## src/rtl/if_pkg.sv

```systemverilog
// if_pkg: shared fetch-stage types and constants for the instruction-fetch unit
package if_pkg;
  localparam int IF_AW = 32;
  localparam int IF_DW = 32;
  localparam logic [IF_DW-1:0] INSTR_NOP = 32'h0000_0013;
  typedef struct packed {
    logic [IF_AW-1:0] pc;
    logic [IF_DW-1:0] instr;
  } fetch_entry_t;
  typedef enum logic [1:0] {EMPTY, PARTIAL, FULL} buf_state_e;
endpackage

```

## src/rtl/if_fetch_buffer.sv

```systemverilog
// if_fetch_buffer: circular buffer of fetch entries with EMPTY/PARTIAL/FULL occupancy FSM
module if_fetch_buffer
  import if_pkg::*;
#(
  parameter int BUF_DEPTH = 2
) (
  input  logic         clk,
  input  logic         rst,
  input  logic         push_i,
  input  logic         pop_i,
  input  logic         flush_i,
  input  fetch_entry_t din_i,
  output fetch_entry_t head_o,
  output logic         valid_o,
  output logic         full_o
);
  localparam int PW = $clog2(BUF_DEPTH);
  localparam int CW = PW + 1;
  logic [PW-1:0] rd_q, rd_d, wr_q, wr_d;
  logic [CW-1:0] count_q, count_d;
  buf_state_e state_q, state_d;
  fetch_entry_t mem_q [BUF_DEPTH];
  // next occupancy and pointers; power-of-two depth lets pointers wrap naturally
  always_comb begin
    count_d = flush_i ? '0 : count_q + CW'(push_i) - CW'(pop_i);
    rd_d    = flush_i ? '0 : rd_q + PW'(pop_i);
    wr_d    = flush_i ? '0 : wr_q + PW'(push_i);
    state_d = count_d == '0 ? EMPTY : count_d == CW'(BUF_DEPTH) ? FULL : PARTIAL;
  end
  // occupancy, pointer and state registers
  always_ff @(posedge clk or posedge rst) begin
    if (rst) begin
      count_q <= '0;
      rd_q    <= '0;
      wr_q    <= '0;
      state_q <= EMPTY;
    end else begin
      count_q <= count_d;
      rd_q    <= rd_d;
      wr_q    <= wr_d;
      state_q <= state_d;
    end
  end
  // entry storage; cleared on reset so the idle head reads as pc 0 / instr 0
  always_ff @(posedge clk or posedge rst) begin
    if (rst) begin
      for (int i = 0; i < BUF_DEPTH; i++) mem_q[i] <= '0;
    end else if (push_i && !flush_i) begin
      mem_q[wr_q] <= din_i;
    end
  end
  assign head_o  = mem_q[rd_q];
  assign valid_o = state_q != EMPTY;
  assign full_o  = state_q == FULL;
endmodule

```

## src/rtl/if_fetch_unit.sv

```systemverilog
// if_fetch_unit: PC sequencing, redirect and valid/ready hand-off to decode (optional FETCH_PERF_CNT_EN counters)
module if_fetch_unit
  import if_pkg::*;
#(
  parameter int                     DATA_WIDTH    = 32,
  parameter int                     ADDRESS_WIDTH = 32,
  parameter logic [ADDRESS_WIDTH-1:0] RESET_PC    = 32'h0000_0000,
  parameter int                     BUF_DEPTH     = 2
) (
  input  logic                     clk,
  input  logic                     rst,
  output logic [ADDRESS_WIDTH-1:0] imem_addr,
  input  logic [DATA_WIDTH-1:0]    imem_instr,
  input  logic                     redirect_valid,
  input  logic [ADDRESS_WIDTH-1:0] redirect_pc,
  output logic                     ifid_valid,
  input  logic                     ifid_ready,
  output logic [ADDRESS_WIDTH-1:0] ifid_pc,
  output logic [ADDRESS_WIDTH-1:0] ifid_pc_plus4,
`ifdef FETCH_PERF_CNT_EN
  output logic [31:0]              perf_fetched,
  output logic [31:0]              perf_stall,
  output logic [31:0]              perf_flush,
  output logic [DATA_WIDTH-1:0]    ifid_instr
`else
  output logic [DATA_WIDTH-1:0]    ifid_instr
`endif
);
  logic [ADDRESS_WIDTH-1:0] pc_q, pc_d;
  logic full, deq, fetch, unused_low_bits;
  fetch_entry_t din, head;
  assign imem_addr       = {pc_q[ADDRESS_WIDTH-1:2], 2'b00};
  assign deq             = ifid_valid & ifid_ready;
  assign fetch           = !redirect_valid & (!full | deq);
  assign din             = '{pc: imem_addr, instr: imem_instr};
  assign unused_low_bits = ^{pc_q[1:0], redirect_pc[1:0]};
  // redirect wins over sequential fetch; a stalled fetch holds the address stable
  always_comb pc_d = redirect_valid ? {redirect_pc[ADDRESS_WIDTH-1:2], 2'b00} :
                     fetch ? pc_q + ADDRESS_WIDTH'(4) : pc_q;
  // program counter register
  always_ff @(posedge clk or posedge rst) begin
    if (rst) pc_q <= RESET_PC;
    else pc_q <= pc_d;
  end
  if_fetch_buffer #(.BUF_DEPTH(BUF_DEPTH)) u_buf (
    .clk    (clk),
    .rst    (rst),
    .push_i (fetch),
    .pop_i  (deq),
    .flush_i(redirect_valid),
    .din_i  (din),
    .head_o (head),
    .valid_o(ifid_valid),
    .full_o (full)
  );
  assign ifid_pc       = head.pc;
  assign ifid_instr    = head.instr;
  assign ifid_pc_plus4 = head.pc + ADDRESS_WIDTH'(4);
`ifdef FETCH_PERF_CNT_EN
  // saturating event counters: enqueues, full stalls, redirects that discard entries
  always_ff @(posedge clk or posedge rst) begin
    if (rst) begin
      perf_fetched <= '0;
      perf_stall   <= '0;
      perf_flush   <= '0;
    end else begin
      if (fetch && perf_fetched != '1) perf_fetched <= perf_fetched + 32'd1;
      if (full && !deq && perf_stall != '1) perf_stall <= perf_stall + 32'd1;
      if (redirect_valid && ifid_valid && perf_flush != '1) perf_flush <= perf_flush + 32'd1;
    end
  end
`endif
endmodule
```

## config.mk

```make
export PLATFORM = sky130hd
export DESIGN_NAME = if_fetch_unit
export DESIGN_NICKNAME = d
export VERILOG_FILES = /design/src/rtl/if_pkg.sv /design/src/rtl/if_fetch_buffer.sv /design/src/rtl/if_fetch_unit.sv
export SDC_FILE = /design/constraint.sdc
export NUM_CORES = 1
export LEC_CHECK = 0
export ABC_CLOCK_PERIOD_IN_PS = 10600
export CORE_MARGIN = 5
export CORE_UTILIZATION = 65
export DETAILED_ROUTE_END_ITERATION = 12
export DONT_BUFFER_PORTS = 1
export GPL_ROUTABILITY_DRIVEN = 0
export PLACE_DENSITY = 0.89
export SLEW_MARGIN = 20
export SYNTH_ARGS = -nofsm -noshare
export SYNTH_HDL_FRONTEND = slang
export SYNTH_SLANG_ARGS = --single-unit
```

## constraint.sdc

```tcl
create_clock -name clk -period 10.6 [get_ports clk]
set_input_delay 3.18 -clock clk [delete_from_list [all_inputs] [get_ports clk]]
set_output_delay 3.18 -clock clk [all_outputs]
set_load 0.02 [all_outputs]
```

==> results of run 1 <==
power by group:
| part | total [W] | switching (W) | internal, W |
|---|---|---|---|
| logic | 0.000974 | 0.000588 | 0.000386 |
| registers | 0.00103 | 0.000203 | 0.000825 |
| clock network | 0.000578 | 0.000233 | 0.000345 |
sequential cells by signal, indices dropped and copies added (netlist names):
register and count:
u_buf.state_q 1, pc_q 30, u_buf.mem_q 124, u_buf.count_q 2, u_buf.rd_q 1, u_buf.wr_q 1
area by class of cell:
class / instances / area [um2] / share of cell area, %
Multi-Input combinational cell: 457 / 3789 / 43.88
Inverter: 15 / 61.31 / 0.7100
Clock buffer: 21 / 480.5 / 5.564
Sequential cell: 159 / 3983 / 46.12
Clock inverter: 11 / 88.84 / 1.029
Tap cell: 147 / 183.9 / 2.130
Timing Repair Buffer: 6 / 48.80 / 0.5651
per-layer routing:
layer | routed length [um] | global-route usage [%] | vias up
met5 | 0 | 0 | -
li1 | - | - | 2332
met3 | 1933 | 10.77 | 37
met2 | 8947 | 41.79 | 241
met4 | 468 | 11.26 | 0
met1 | 6828 | 29.63 | 2612
per-stage QoR:
step,std cells,total power [W],setup WS [ns],hold slack [ns],area [um2]
2_1_floorplan,673,0.001839,3.128,0.4750,8015
3_3_place_gp,784,0.001959,4.127,0.4832,8061
3_5_place_dp,784,0.002013,4.111,0.4899,8061
4_1_cts,816,0.002597,3.656,0.5041,8631
5_1_grt,816,0.002717,3.454,0.5128,8635
6_report,816,0.002579,3.707,0.5003,8635
cells in the final DEF (no fill, tap or decap), types with 7 or more instances in the layout:
cell       instances
xnor2_1           26
inv_1             14
clkinv_2           7
nor2_1            16
mux2_2           178
mux2i_1           11
nand2_1           50
clkbuf_16         17
o21ai_0           30
xor2_1            32
dfrtp_1          158
nand4_1           20
nand3_1           31
cells by family after synthesis:
kind of cell    after synthesis
xor+xnor                     58
compound gates               39
buf+inv                      57
flops                       159
other cells                   1
simple gates                159
mux                         189
fa+ha+maj                     6
worst max path at each step:
stage / end / slack (ns) / depth (start not counted)
global placement: ifid_pc_plus4[30] / 4.13 / 7
finish: ifid_pc_plus4[30] / 3.71 / 7
floorplan: pc_q[10] / 3.13 / 1
global route: ifid_pc_plus4[30] / 3.45 / 7
detailed placement: ifid_pc_plus4[30] / 4.11 / 7
CTS: ifid_pc_plus4[30] / 3.66 / 7
cell usage after synthesis (5+ instances only):
library cell	count	area [um2]
nor4_1	5	31.28
buf_1	10	37.54
xor2_1	32	280.3
nor3_1	5	25.02
clkbuf_1	18	67.56
dfrtp_1	159	3979
mux2_2	178	2004
mux2i_1	11	110.1
buf_4	6	45.04
buf_2	7	35.03
xnor2_1	26	227.7
nor2_1	16	60.06
ha_1	6	75.07
nand3_1	31	155.2
nand4_1	20	125.1
nand3b_1	6	45.04
o21ai_0	30	150.1
and2_1	5	31.28
nand2_1	50	187.7
inv_1	15	56.30
worst reg2reg max path: stages, from the launching register on:
cell and delay, ns:
dfrtp_1 0.37, nor3b_2 0.23, nor2_1 0.24, ha_2 0.78, buf_4 0.54, mux2_2 0.43
==> impl_metrics.sql, run 1 <==
INSERT INTO impl_metrics (metric_group, metric, value, unit) VALUES
('status', 'run_status', 'finished clean', ''),
('setup_path', 'element_type_at_the_critical_path_start', 'flip-flop', ''),
('placement', 'dp_hpwl', '12.95', 'mm'),
('timing', 'worst_slew_pin_slew', '1.009', 'ns'),
('timing', 'period_needed', '6.893', 'ns'),
('setup_path', 'crit_required', '7.42', 'ns'),
('yosys', 'synth_fa_ha_area_share', '0.9388', '%'),
('floorplanning', 'die_area', '14620', 'um2'),
('final_layout', 'num-fill-cells', '792', ''),
('timing', 'finalSetupViolCount', '0', ''),
('detailed_routing', 'totalWireLength', '18.18', 'mm'),
('detailed_routing', 'num_vias', '5222', ''),
('detailed_routing', 'dr.first_iter.drc_count', '340', ''),
('setup_path', 'timing.critical_path.slowest_stage_cell', 'dfrtp_4', ''),
('timing', 'final-max-slew-violation-count', '0', ''),
('yosys', 'syn-cell-area', '7996', 'um2'),
('final_layout', 'utilization', '71.89', '%'),
('yosys', 'synth.mux.area_fraction', '26.44', '%'),
('worst_hold_path', 'holdPathEnd', 'u_buf.mem_q[24]', ''),
('cts', 'cts_max_level', '4', ''),
('floorplanning', 'standard_cell_row_count', '40', ''),
('final_layout', 'fin_nets', '730', ''),
('yosys', 'largest_family_of_logic_cells_by_synthesized_area', 'multiplexers', ''),
('grt', 'global_route.overflow_total', '0', ''),
('timing', 'relSlewSlack', '32.16', '%'),
('setup_path', 'critical-path-max-stage-delay', '0.80', 'ns'),
('final_layout', 'post_route_cells_drive_above_1_share', '33.78', '%'),
('setup_path', 'setup_slack_of_the_worst_register_to_register_path', '7.89', 'ns'),
('yosys', 'post_synth.cell_area_avg', '11.97', 'um2'),
('worst_hold_path', 'timing.hold.worst_path_depth', '1', ''),
('setup_path', 'path_class', 'flip-flop to output pin', ''),
('yosys', 'ys_async_sr_fraction', '100.0', '%'),
('cts', 'cts.repair.resized', '0', ''),
('cts', 'hold_buffers', '0', ''),
('setup_path', 'critPathCaptureType', 'output pin', ''),
('timing', 'period_utilisation_layout', '65.02', '%'),
('power', 'power_density', '298.7', 'nW/um2'),
('timing', 'maxClockFrequency', '145.1', 'MHz'),
('grt', 'grt_max_degree', '90', ''),
('cts', 'clkSinkCount', '159', ''),
('final_layout', 'synthToLayoutAreaGrowth', '7.980', '%'),
('cts', 'inserted_clock_buffers', '17', ''),
('floorplanning', 'die_width', '120.9', 'um'),
('grt', 'grt_first_pass_wirelength', '29.16', 'mm'),
('floorplanning', 'fp.dieH', '120.9', 'um'),
('timing', 'timing_hold_violations_final', '0', ''),
('grt', 'track_usage', '25.64', '%'),
('power', 'ir_worst_vdd', '205.2', 'uV'),
('detailed_routing', 'drc_errors', '0', ''),
('yosys', 'ys_types', '39', ''),
('setup_path', 'crit_path_max_fanout', '52', ''),
('grt', 'grt_antenna_before_repair', '0', ''),
('yosys', 'yosysWarnings', '0', ''),
('cts', 'clk_latency', '0.42', 'ns'),
('yosys', 'synth-seq-area-share', '49.76', '%'),
('cts', 'cts_max_path_buffers', '2', ''),
('final_layout', 'num_antenna_cells', '0', ''),
('setup_path', 'reg2reg_start', 'u_buf.state_q[1]', ''),
('cts', 'post-cts-setup-buffers', '0', ''),
('setup_path', 'timing.critical_path.from', 'u_buf.rd_q', ''),
('flow_run', 'maxCapViolCount', '0', ''),
('yosys', 'post_synth_inst_count', '668', ''),
('setup_path', 'ff2ff_path_depth', '5', ''),
('detailed_routing', 'drt-vias-per-instance', '6.400', ''),
('floorplanning', 'placeableCoreArea', '12010', 'um2'),
('cts', 'root_buffer', 'clkbuf_16', ''),
('yosys', 'yosys_register_bits', '159', ''),
('setup_path', 'critical_path_buf_inv_count', '1', ''),
('placement', 'placement.io_buffers', '0', ''),
('yosys', 'synth_flop_cell', 'dfrtp_1', ''),
('setup_path', 'critical-path-top-delay-family', 'simple AND/OR/NAND/NOR gates', '');
Power figures use the tool's default switching activity.
==> run 2, diff against run 1 <==
--- a/config.mk
+++ b/config.mk
@@ -5,13 +5,13 @@
 export SDC_FILE = /design/constraint.sdc
 export NUM_CORES = 1
 export LEC_CHECK = 0
-export ABC_CLOCK_PERIOD_IN_PS = 10600
+export ABC_CLOCK_PERIOD_IN_PS = 6700
 export CORE_MARGIN = 5
-export CORE_UTILIZATION = 65
+export CORE_UTILIZATION = 64
 export DETAILED_ROUTE_END_ITERATION = 12
 export DONT_BUFFER_PORTS = 1
 export GPL_ROUTABILITY_DRIVEN = 0
-export PLACE_DENSITY = 0.89
+export PLACE_DENSITY = 0.88
 export SLEW_MARGIN = 20
 export SYNTH_ARGS = -nofsm -noshare
 export SYNTH_HDL_FRONTEND = slang
==> constraint.sdc (replaced) <==
create_clock -name clk -period 6.7 [get_ports clk]
set_input_delay 2.01 -clock clk [delete_from_list [all_inputs] [get_ports clk]]
set_output_delay 2.01 -clock clk [all_outputs]
set_load 0.02 [all_outputs]
==> run 2 against run 1 <==
  * Count of clock-buffer cells in the layout down 1
  * Routed wire length is 0.39% higher
  * Die area is 1.4% higher
  * Sequential share of layout area fell by 0.29 points
  * Hold slack better by 0.0038 ns
  * Via count is 1.1% lower
  * Core utilization is 0.15 points lower
  * Critical path depth stayed put
  * Register-to-register slack got worse by 3.9 ns
  * Sequential power grew 58%
  * Non-clock buffer count rose by 1
  * Total power increased by 59%
  * Critical path type unchanged
  * Largest power group unchanged
==> impl_metrics.sql, run 2 (synthesis gave the netlist of run 1 again) <==
INSERT INTO impl_metrics (metric_group, metric, value, unit) VALUES
('floorplanning', 'initial_util', '66.02', '%'),
('cts', 'clk_latency', '0.42', 'ns'),
('timing', 'maxClockFrequency', '174.4', 'MHz'),
('floorplanning', 'design.portCount', '197', ''),
('setup_path', 'crit_required', '4.69', 'ns'),
('floorplanning', 'die_area', '14830', 'um2'),
('detailed_routing', 'firstDrtPassIters', '5', ''),
('final_layout', 'largest_reg_flops', '124', ''),
('timing', 'finalSetupViolCount', '0', ''),
('grt', 'global_route.overflow_total', '0', ''),
('worst_hold_path', 'worst_hold_path_type', 'flip-flop to flip-flop', ''),
('cts', 'cts.repair.resized', '0', ''),
('detailed_routing', 'drc_errors', '0', ''),
('grt', 'grt_first_pass_wirelength', '28.90', 'mm'),
('placement', 'dp_hpwl', '12.94', 'mm'),
('timing', 'grt_setup_unrepaired', 'no', ''),
('detailed_routing', 'antenna_left', '0', ''),
('detailed_routing', 'detail_route.wl_per_cell', '21.80', 'um'),
('final_layout', 'fin_nets', '731', ''),
('setup_path', 'crit_path_max_fanout', '52', ''),
('timing', 'final-max-slew-violation-count', '0', ''),
('detailed_routing', 'num_vias', '5167', ''),
('grt', 'first_global_vias', '5530', ''),
('cts', 'root_buffer', 'clkbuf_16', ''),
('timing', 'period_needed', '5.735', 'ns'),
('final_layout', 'utilization', '71.74', '%'),
('floorplanning', 'die_width', '121.8', 'um'),
('timing', 'totalNegativeSetupSlack', '0', 'ns'),
('floorplanning', 'fp.dieH', '121.8', 'um'),
('final_layout', 'num_antenna_cells', '0', ''),
('setup_path', 'path_class', 'flip-flop to output pin', ''),
('cts', 'hold_buffers', '0', ''),
('grt', 'grt_max_degree', '115', ''),
('timing', 'setup_slack', '0.9647', 'ns'),
('cts', 'cts_max_level', '4', ''),
('final_layout', 'post_route_cells_drive_above_1_share', '33.63', '%'),
('status', 'run_status', 'finished clean', ''),
('cts', 'cts_max_path_buffers', '2', ''),
('detailed_routing', 'dr.first_iter.drc_count', '298', ''),
('timing', 'clock_skew', '0.01057', 'ns'),
('final_layout', 'largestRegisters', 'u_buf.mem_q: 124 flops, pc_q: 30 flops, u_buf.count_q: 2 flops', ''),
('final_layout', 'num-fill-cells', '823', ''),
('grt', 'grt_antenna_before_repair', '0', ''),
('floorplanning', 'placeableCoreArea', '12110', 'um2'),
('power', 'ir_worst_vdd', '313.1', 'uV'),
('setup_path', 'critical_path_arrival', '3.73', 'ns'),
('final_layout', 'most_frequent_standard_cell_in_the_layout_excluding_fill_and_tap_cells', 'mux2_2', ''),
('placement', 'dpl_worst_slack', '1.402', 'ns'),
('timing', 'period_utilisation_layout', '85.60', '%'),
('floorplanning', 'standard_cell_row_count', '40', ''),
('setup_path', 'ff2ff_path_depth', '5', ''),
('flow_run', 'maxCapViolCount', '0', ''),
('setup_path', 'element_type_at_the_critical_path_start', 'flip-flop', ''),
('placement', 'placement.io_buffers', '0', ''),
('timing', 'timing_hold_violations_final', '0', ''),
('timing', 'relSlewSlack', '29.71', '%'),
('setup_path', 'critPathCaptureType', 'output pin', ''),
('grt', 'track_usage', '25.15', '%'),
('cts', 'clkSinkCount', '159', ''),
('cts', 'clkTransAtPathRegs', '0.06', 'ns'),
('cts', 'post-cts-setup-buffers', '0', ''),
('timing', 'final.hold.worst_slack', '0.5041', 'ns'),
('power', 'power_leakage', '3.557', 'nW'),
('power', 'power_density', '471.7', 'nW/um2'),
('final_layout', 'registers.top_by_ff_count', 'u_buf.mem_q', ''),
('final_layout', 'commonest_non_fill_non_tap_cells_in_the_layout', 'mux2_2, dfrtp_1, nand2_1, xor2_1, nand3_1', ''),
('cts', 'cts_tree', 'yes', ''),
('timing', 'worst_slew_pin_slew', '1.046', 'ns'),
('worst_hold_path', 'timing.hold.worst_path_depth', '1', ''),
('cts', 'inserted_clock_buffers', '17', ''),
('detailed_routing', 'totalWireLength', '18.25', 'mm'),
('final_layout', 'synthToLayoutAreaGrowth', '8.653', '%'),
('detailed_routing', 'drt-vias-per-instance', '6.173', '');
## run 2: cell types whose count changed in the layout (fill, tap and decap cells not counted)
cell,delta
buf_6,-1
clkbuf_8,-2
bufinv_16,+1
buf_16,+1
clkbuf_1,+1
clkinv_2,-2
buf_4,+1
clkinvlp_4,+1
## run 2: final timing paths
path | slack [ns] | startpoint | endpoint
setup reg to reg | 3.99 | pc_q[5] | pc_q[29]
setup / recovery | 0.96 | u_buf.rd_q | ifid_pc_plus4[30]
hold reg to reg | 0.50 | u_buf.mem_q[126] | u_buf.mem_q[126]
min in group asynchronous | 1.45 | rst | u_buf.mem_q[73]
hold / removal | 0.50 | u_buf.mem_q[126] | u_buf.mem_q[126]
max in group asynchronous | 3.87 | rst | u_buf.rd_q
## run 2: critical path, cell delays in order, from the launching register on
cell,delay (ns)
dfrtp_4,0.81
mux2i_1,0.33
inv_1,0.26
ha_1,0.21
nor2b_1,0.58
nand3_1,0.32
nor4_1,0.33
xor2_1,0.45
## run 2: power breakdown
group | internal (W) | switching (W) | total [W]
logic | 0.000612 | 0.000929 | 0.00154
registers | 0.00131 | 0.000324 | 0.00163
clock network | 0.000562 | 0.000365 | 0.000928
total | 0.00248 | 0.00162 | 0.00410
## run 2: per-layer routing
metal / wire, um / vias up / global-route usage, % / part of all wire (%)
li1: - / 2327 / - / -
met1: 7253 / 2605 / 29.69 / 40
met2: 8921 / 204 / 41.40 / 49
met3: 1739 / 31 / 10.49 / 9.5
met4: 335 / 0 / 9.104 / 1.8
met5: 0 / - / 0 / 0
## run 2: per-stage QoR
step           cell area, um2  instances  power, W
6_report                 8688        837  0.004099
5_1_grt                  8688        837  0.004318
4_1_cts                  8661        836  0.004122
3_5_place_dp             8088        805  0.003186
3_3_place_gp             8088        805  0.003098
2_1_floorplan            8015        673  0.002910
## run 2: area by class of cell
class,instances,area [um2],area share [%]
Multi-Input combinational cell,457,3789,43.61
Inverter,15,61.31,0.7056
Clock buffer,20,456.7,5.256
Sequential cell,159,3983,45.84
Clock inverter,11,116.4,1.339
Tap cell,168,210.2,2.419
Timing Repair Buffer,7,72.57,0.8353
